`src/rtl/eater_core.sv`:
```
// -----------------------------------------------------------------------------
// eater_core
//   Small accumulator CPU: program counter, T0..T4 microstep sequencer,
//   A/B registers, carry/zero flags, one RAM shared by code and data, and an
//   output register. Instructions finish after their last useful step, so
//   NOP-class opcodes take 3 clocks, LDA/STA 4, and ADD/SUB 5.
//   Instruction word: opcode in the top 4 bits, operand in the rest; memory
//   operands use the low ADDR_W bits of the operand.
//
// Parameters
//   DATA_W  word width (opcode = top 4 bits)
//   ADDR_W  RAM address width, depth 2**ADDR_W (ADDR_W <= DATA_W-4)
//
// Ports
//   clock      rising-edge clock
//   reset      synchronous active-high reset (RAM contents survive)
//   run        while halted, start fetching at the next edge
//   prog_we    RAM write strobe, honoured only while halted
//   prog_addr  program-load address
//   prog_data  program-load data
//   out_val    OUT register
//   out_valid  one-cycle pulse in the cycle out_val takes a new value
//   halted     1 while in the HALT state
//   pc         current program counter
// -----------------------------------------------------------------------------
module eater_core #(
   parameter int DATA_W = 8,
   parameter int ADDR_W = 4
) (
   input  logic              clock,
   input  logic              reset,
   input  logic              run,
   input  logic              prog_we,
   input  logic [ADDR_W-1:0] prog_addr,
   input  logic [DATA_W-1:0] prog_data,
   output logic [DATA_W-1:0] out_val,
   output logic              out_valid,
   output logic              halted,
   output logic [ADDR_W-1:0] pc
);

   // Sequencer states: T0..T4 are the microsteps, HALT is the idle/load state.
   localparam logic [2:0] S_T0   = 3'd0;
   localparam logic [2:0] S_T1   = 3'd1;
   localparam logic [2:0] S_T2   = 3'd2;
   localparam logic [2:0] S_T3   = 3'd3;
   localparam logic [2:0] S_T4   = 3'd4;
   localparam logic [2:0] S_HALT = 3'd5;

   localparam logic [3:0] OP_LDA = 4'h1;
   localparam logic [3:0] OP_ADD = 4'h2;
   localparam logic [3:0] OP_SUB = 4'h3;
   localparam logic [3:0] OP_STA = 4'h4;
   localparam logic [3:0] OP_LDI = 4'h5;
   localparam logic [3:0] OP_JMP = 4'h6;
   localparam logic [3:0] OP_JC  = 4'h7;
   localparam logic [3:0] OP_JZ  = 4'h8;
   localparam logic [3:0] OP_OUT = 4'hE;
   localparam logic [3:0] OP_HLT = 4'hF;

   logic [2:0]        state_q, state_d;
   logic [ADDR_W-1:0] pc_q, pc_d;
   logic [ADDR_W-1:0] mar_q, mar_d;
   logic [DATA_W-1:0] ir_q, ir_d;
   logic [DATA_W-1:0] a_q, a_d;
   logic [DATA_W-1:0] b_q, b_d;
   logic              c_q, c_d;
   logic              z_q, z_d;
   logic [DATA_W-1:0] out_q, out_d;
   logic              out_valid_q, out_valid_d;

   logic [DATA_W-1:0] mem [2**ADDR_W];
   logic              mem_we;
   logic [ADDR_W-1:0] mem_waddr;
   logic [DATA_W-1:0] mem_wdata;
   logic [DATA_W-1:0] rd_data;

   logic [3:0]        opcode;
   logic [DATA_W-5:0] opr;
   logic [ADDR_W-1:0] opr_addr;
   logic              is_sub;
   logic [DATA_W-1:0] b_eff;
   logic [DATA_W:0]   sum;

   assign opcode   = ir_q[DATA_W-1 -: 4];
   assign opr      = ir_q[DATA_W-5:0];
   assign opr_addr = opr[ADDR_W-1:0];
   assign rd_data  = mem[mar_q];

   // SUB is A + ~B + 1, so the carry out reads as "no borrow" (A >= B).
   assign is_sub = (opcode == OP_SUB);
   assign b_eff  = is_sub ? ~b_q : b_q;
   assign sum    = {1'b0, a_q} + {1'b0, b_eff} + {{DATA_W{1'b0}}, is_sub};

   always_comb begin
      // NOTE: every signal gets a default before the case so no path leaves
      // one unassigned, which would otherwise infer a latch.
      state_d     = state_q;
      pc_d        = pc_q;
      mar_d       = mar_q;
      ir_d        = ir_q;
      a_d         = a_q;
      b_d         = b_q;
      c_d         = c_q;
      z_d         = z_q;
      out_d       = out_q;
      out_valid_d = 1'b0;
      mem_we      = 1'b0;
      mem_waddr   = prog_addr;
      mem_wdata   = prog_data;

      case (state_q)
         S_HALT: begin
            mem_we = prog_we;
            if (run) state_d = S_T0;
         end
         S_T0: begin
            mar_d   = pc_q;
            state_d = S_T1;
         end
         S_T1: begin
            ir_d    = rd_data;
            pc_d    = pc_q + ADDR_W'(1);
            state_d = S_T2;
         end
         S_T2: begin
            state_d = S_T0;
            case (opcode)
               OP_LDA, OP_ADD, OP_SUB, OP_STA: begin
                  mar_d   = opr_addr;
                  state_d = S_T3;
               end
               OP_LDI: a_d = {4'b0000, opr};
               OP_JMP: pc_d = opr_addr;
               OP_JC:  if (c_q) pc_d = opr_addr;
               OP_JZ:  if (z_q) pc_d = opr_addr;
               OP_OUT: begin
                  out_d       = a_q;
                  out_valid_d = 1'b1;
               end
               OP_HLT: state_d = S_HALT;
               default: ;  // undefined opcodes retire as NOP
            endcase
         end
         S_T3: begin
            state_d = S_T0;
            case (opcode)
               OP_LDA: a_d = rd_data;
               OP_ADD, OP_SUB: begin
                  b_d     = rd_data;
                  state_d = S_T4;
               end
               OP_STA: begin
                  mem_we    = 1'b1;
                  mem_waddr = mar_q;
                  mem_wdata = a_q;
               end
               default: ;
            endcase
         end
         S_T4: begin
            a_d     = sum[DATA_W-1:0];
            c_d     = sum[DATA_W];
            z_d     = (sum[DATA_W-1:0] == '0);
            state_d = S_T0;
         end
         default: state_d = S_HALT;
      endcase
   end

   always_ff @(posedge clock) begin
      // NOTE: state registers use non-blocking assignments so every flop
      // samples the pre-edge values, independent of statement order.
      if (reset) begin
         state_q     <= S_HALT;
         pc_q        <= '0;
         mar_q       <= '0;
         ir_q        <= '0;
         a_q         <= '0;
         b_q         <= '0;
         c_q         <= 1'b0;
         z_q         <= 1'b0;
         out_q       <= '0;
         out_valid_q <= 1'b0;
      end else begin
         state_q     <= state_d;
         pc_q        <= pc_d;
         mar_q       <= mar_d;
         ir_q        <= ir_d;
         a_q         <= a_d;
         b_q         <= b_d;
         c_q         <= c_d;
         z_q         <= z_d;
         out_q       <= out_d;
         out_valid_q <= out_valid_d;
      end
   end

   // NOTE: the RAM has no reset so a loaded program survives reset and the
   // array maps onto plain memory; reset only blocks the write.
   always_ff @(posedge clock) begin
      if (mem_we && !reset) mem[mem_waddr] <= mem_wdata;
   end

   assign out_val   = out_q;
   assign out_valid = out_valid_q;
   assign halted    = (state_q == S_HALT);
   assign pc        = pc_q;

endmodule

```
`config.mk`:
```
export PLATFORM = sky130hd
export DESIGN_NAME = eater_core
export DESIGN_NICKNAME = d
export VERILOG_FILES = /design/src/rtl/eater_core.sv
export SDC_FILE = /design/constraint.sdc
export NUM_CORES = 1
export LEC_CHECK = 0
export BUFFER_PORTS_ARGS = -buffer_cell sky130_fd_sc_hd__buf_2
export CAP_MARGIN = 5
export CORE_UTILIZATION = 35
export DETAILED_ROUTE_END_ITERATION = 8
export GPL_TIMING_DRIVEN = 0
export PLACE_DENSITY_LB_ADDON = 0.08
export SLEW_MARGIN = 20
export SYNTH_ARGS = -nofsm -noshare
export SYNTH_HDL_FRONTEND = slang
export SYNTH_SLANG_ARGS = --single-unit
```
`constraint.sdc`:
```
create_clock -name clock -period 6.55 [get_ports clock]
set_input_delay 0.655 -clock clock [delete_from_list [all_inputs] [get_ports clock]]
set_output_delay 0.655 -clock clock [all_outputs]
set_load 0.02 [all_outputs]
```
==> Word-level counts from Yosys, hierarchy flattened <==
Memories as Yosys holds them, arrays and structs flattened. A register that Yosys moved wholly into a read port is not among the register bits.
Index checks and enable logic that the tools add are counted.
{ "totals": {"ram_bits": 128, "register_bits": 46, "mem_count": 1} }
{ "mem_list": {"columns": ["name", "words", "width", "rd", "rd_clocked_by_memory_dff", "write_ports", "line_no", "source"], "rows": [
  ["mem", 16, 8, 1, 1, 1, "72", "logic [DATA_W-1:0] mem [2**ADDR_W];"]
]} }
{ "op_classes": {"addsub": 3, "n_bitwise": 2, "muxes": 25, "n_eq_ne": 22, "n_reduce_logical": 15} }
{ "op_table": {"columns": ["op", "n"], "rows": [
  ["$mux 8", 5],
  ["$mux 4", 7],
  ["$pmux 8 s3", 1],
  ["$pmux 3 s6", 1],
  ["$eq 4x3->1 const B", 4],
  ["$pmux 4 s2", 2],
  ["$eq 4x4->1 const B", 3],
  ["$pmux 4 s3", 1],
  ["$add 8x8->9", 1],
  ["$add 9x1->9", 1],
  ["$eq 4x2->1 const B", 2],
  ["$logic_not 8->1", 1],
  ["$not 8->8", 1],
  ["$eq 3x2->1 const B", 2],
  ["$eq 3x3->1 const B", 2],
  ["$mux 3", 2],
  ["$ne 2x1->1 const B", 3],
  ["$ne 3x3->1 const B", 2],
  ["$pmux 3 s2", 1],
  ["$reduce_and 2->1", 3],
  ["$add 4x1->4 const B", 1],
  ["$eq 4x1->1 const B", 1],
  ["$mux 1", 4],
  ["$ne 4x2->1 const B", 1],
  ["other kinds (13)", 15]
]} }

==> Longest topological paths before layout <==
{ "depth": {"ltp_word": 6, "ltp_mapped": 12, "mapped_depth_nobuf": 10} }

==> Least setup slack after synthesis <==
Ideal clock, no wire load.
{ "synth_timing": {"path_kind": "register -> register", "startpoint": "reg ir_q[6]", "endpoint": "reg a_q[7]", "stages_incl_launch_ff": 12, "period_less_slack_ps": 2679, "arrival_ps": 2614, "required_ps": 6485, "path_buffers": 2, "setup_slack_ps": 3871, "cell_sequence": "dfxtp_1 -> buf_6 -> and4bb_1 -> buf_6 -> xor2_1 -> ha_1 -> a31o_2 -> a311o_1 -> a221o_1 -> a22o_1 -> o22a_1 -> nor2_1"} }
{ "synth_between": {"elab_chain_cells": 5} }
{ "synth_rtl": {"columns": ["element", "line_no", "source"], "rows": [
  ["start: declaration", "64", "logic [DATA_W-1:0] ir_q, ir_d;"],
  ["start signal: assignment", "189", "ir_q <= ir_d;"],
  ["$eq 4x2->1", "91", "assign is_sub = (opcode == OP_SUB);"],
  ["$mux 8", "92", "assign b_eff = is_sub ? ~b_q : b_q;"],
  ["$add 8x8->9", "93", "assign sum = {1'b0, a_q} + {1'b0, b_eff} + {{DATA_W{1'b0}}, is_sub};"],
  ["$add 9x1->9", "93", null],
  ["$pmux 8 s3", "112", "case (state_q)"],
  ["end signal: assignment", "179", "a_q <= '0;"],
  ["end signal: assignment", "190", "a_q <= a_d;"],
  ["end: declaration", "65", "logic [DATA_W-1:0] a_q, a_d;"]
]} }
Parallel ways exist; a longest one is shown, timed or not.
A chain may end at the register's enable or synchronous reset.

==> Final worst setup path <==
{ "layout_timing": {"startpoint": "reg state_q[2]", "endpoint": "mem mem[0][1] (enable)"} }
{ "layout_between": {"elab_chain_cells": 5} }
{ "layout_rtl": {"columns": ["element", "line_no", "source"], "rows": [
  ["start: declaration", "61", "logic [2:0] state_q, state_d;"],
  ["start signal: assignment", "186", "state_q <= state_d;"],
  ["$eq 3x2->1 or $eq 3x3->1 (tied branches)", "112", null],
  ["$pmux 1 s2", "112", null],
  ["$logic_and 1x1->1", "202", "if (mem_we && !reset) mem[mem_waddr] <= mem_wdata;"],
  ["$mux 1", "202", null],
  ["$mux 1 (implied by the code)", "202", null],
  ["end: declaration", "72", null]
]} }
Parallel ways exist; a longest one is shown, timed or not.

==> results.yml <==
floorplan:
  die_y_um: 150
  core-area_sq_mm: 0.0212
  die_x_um: 150
  placementRows: 53
  dieArea_sq_mm: 0.0224
  ios: 30
  start_util: 0.360
cells_and_area:
  final_cells: 855
  seqCellArea_sq_mm: 0.00484
  multi_input_area_sq_mm: 0.00261
  drive_gt1_frac: 0.209
  num_antenna_cells: 0
  final_nets: 592
  area_growth_syn_to_layout_pct: 13.9
  stdcell_area_sq_mm: 0.00869
  fillCellCount: 2001
timing:
  rsz0062_at_grt: "false"
  final-hold-violation-count: 0
  post-route-period-util: 0.511
  worst_pin_slew_ps: 967
  finClkSkew_ps: 9.16
  holdWs_ps: 489
  setup_viol: 0
  final.setup.tns_ps: 0
  max_freq_mhz: 299
  timing.final.max_slew_violations: 0
  period_minus_slack_ps: 3350
  slew_headroom: 0.353
  fin_ws_ps: 3200
placement:
  hpwl_um: 12900
  placedCellCount: 823
  pre_cts_slack_ps: 3150
  placed_cell_area_sq_mm: 0.00812
  numPortBuffers: 29
  gp_congestion: 0.777
logic_synthesis:
  synth_edf_count: 128
  synth_area_sq_mm: 0.00763
  syn_area_per_cell_sq_um: 14.7
  synth-seq-area-share: 0.635
  synth_largest_area_cell: "edfxtp_1"
  ys_top_cells_by_count: "128 x edfxtp_1, 64 x nor2_1, 50 x dfxtp_1"
  synthFlopType: "edfxtp_1"
  syn_inst: 519
  synth_top_area_share: 0.504
  synth_most_common_cell: "edfxtp_1"
  syn-num-nets: 544
  synth_cell_types: 58
  synth-async-reset-ratio: 0
  yosysWarningCount: 0
  synth-seq-cells: 178
  ys_top_cells_by_area: "edfxtp_1 50%, dfxtp_1 13%, mux4_2 11%, mux2i_1 4.5%, nor2_1 3.1%"
power_and_ir_drop:
  sequentialPowerShare: 0.516
  p_sw_mw: 0.579
  power.leakage_nw: 3.07
  power_density_mw_per_mm2: 276
  p_int_mw: 1.82
  clkPwrFrac: 0.414
  power_frac_comb: 0.070
  power.share.switching: 0.241
  worst_ir_drop_vdd_uv: 164
clock_network:
  cts_root_buf: "clkbuf_16"
  cts_tree: "yes"
  post-cts-setup-buffers: 0
  cts_max_level: 4
  clk_pin_slew_worst_paths_ps: 70
  holdBufCountCts: 0
  post_cts_resized: 0
  clock_latency_ps: 430
  cts.sinks: 178
  cts-buffers-inserted: 17
  ctsLongestPathBuffers: 2
global_routing:
  gr-total-overflow: 0
  grt_max_degree: 18
  grt_pass1_vias: 4560
  grt_pass1_wl_um: 27600
  grt_use_total: 0.174
  antenna_found_initial: 0
route:
  vias: 4455
  vias_per_cell: 5.21
  firstDrtPassIters: 5
  remaining_drc_errors: 0
  wl_per_cell_um: 21.1
  drtIter0Drc: 225
  totalWireLength_um: 18000
  drtAntennaViolNets: 0
setup_path:
  r2r_cells: 6
  start_kind: "register"
  critPathRequiredTime_ps: 6600
  crit_fanout: 10
  crit_arrival_ps: 3390
  crit_type: "register to register"
  end_kind: "register"
min_path:
  hold_depth: 2
  hold_class: "register to register"
job:
  maxCapViolCount: 0
outcome:
  status: "completed"
worst max-delay path, cell delays in order (launching register included):
cell and delay (ps):
dfxtp_1 450, and3b_1 250, nand4_1 220, clkbuf_1 380
clkbuf_1 560, a31oi_1 290, nor2_1 790
cells by family after synthesis:
| group | count (synthesis) | synth area share |
|---|---|---|
| compound gates | 68 | 0.0589 |
| xor+xnor | 13 | 0.0149 |
| fa+ha+maj | 9 | 0.0157 |
| buf+inv | 37 | 0.0238 |
| flops | 178 | 0.635 |
| mux | 82 | 0.170 |
| simple gates | 132 | 0.0817 |
area by class of cell:
type | count | area share
Timing Repair Buffer | 29 | 0.0167
Tap cell | 275 | 0.0396
Clock inverter | 15 | 0.0166
Sequential cell | 178 | 0.557
Clock buffer | 17 | 0.0489
Inverter | 11 | 0.00475
Buffer | 26 | 0.0161
Multi-Input combinational cell | 304 | 0.300
through the flow:
stage	util	power (mW)
after detailed placement	0.383	1.44
after CTS	0.409	2.43
final	0.410	2.40
after floorplan	-	1.38
after global routing	0.410	2.49
after global placement	0.383	1.43
sequential cells by signal, indices dropped and copies added, names as in the netlist, named ones only:
register	count
ir_q	8
b_q	8
pc	4
out_val	8
state_q	3
a_q	8
out_valid	1
mar_q	4
z_q	1
mem	128
c_q	1
layer usage:
layer / wire length (um) / track usage
met5: 0 / 0
met4: 284 / 0.0602
met3: 483 / 0.0345
met2: 9060 / 0.290
met1: 8190 / 0.225
final timing paths:
| check | start | endpoint | slack (ps) |
|---|---|---|---|
| min | out_val[6]$_SDFFE_PP0P_ | out_val[6]$_SDFFE_PP0P_ | 490 |
| max reg2reg | state_q[2]$_SDFFE_PP1P_ | mem[0][1]$_DFFE_PP_ | 3200 |
| min reg2reg | out_val[6]$_SDFFE_PP0P_ | out_val[6]$_SDFFE_PP0P_ | 490 |
| max | state_q[2]$_SDFFE_PP1P_ | mem[0][1]$_DFFE_PP_ | 3200 |
power groups by stage:
| stage | sequential, mW | clock [mW] | combinational (mW) |
|---|---|---|---|
| 2_1_floorplan | 1.26 | 0 | 0.118 |
| 3_3_place_gp | 1.27 | 0 | 0.168 |
| 3_5_place_dp | 1.27 | 0 | 0.169 |
| 4_1_cts | 1.24 | 1.02 | 0.170 |
| 5_1_grt | 1.24 | 1.06 | 0.185 |
| 6_report | 1.24 | 0.995 | 0.168 |
placed cells by master (no fill, tap or decap), types with 16 or more instances in the layout:
cell and count:
clkbuf_1 16, nor2_1 64, clkbuf_16 17, mux4_2 37, mux2i_1 34, a21oi_1 19, buf_2 32, nand2_1 20
dfxtp_1 50, edfxtp_1 128
No activity file was read; power rests on OpenSTA's default activity.
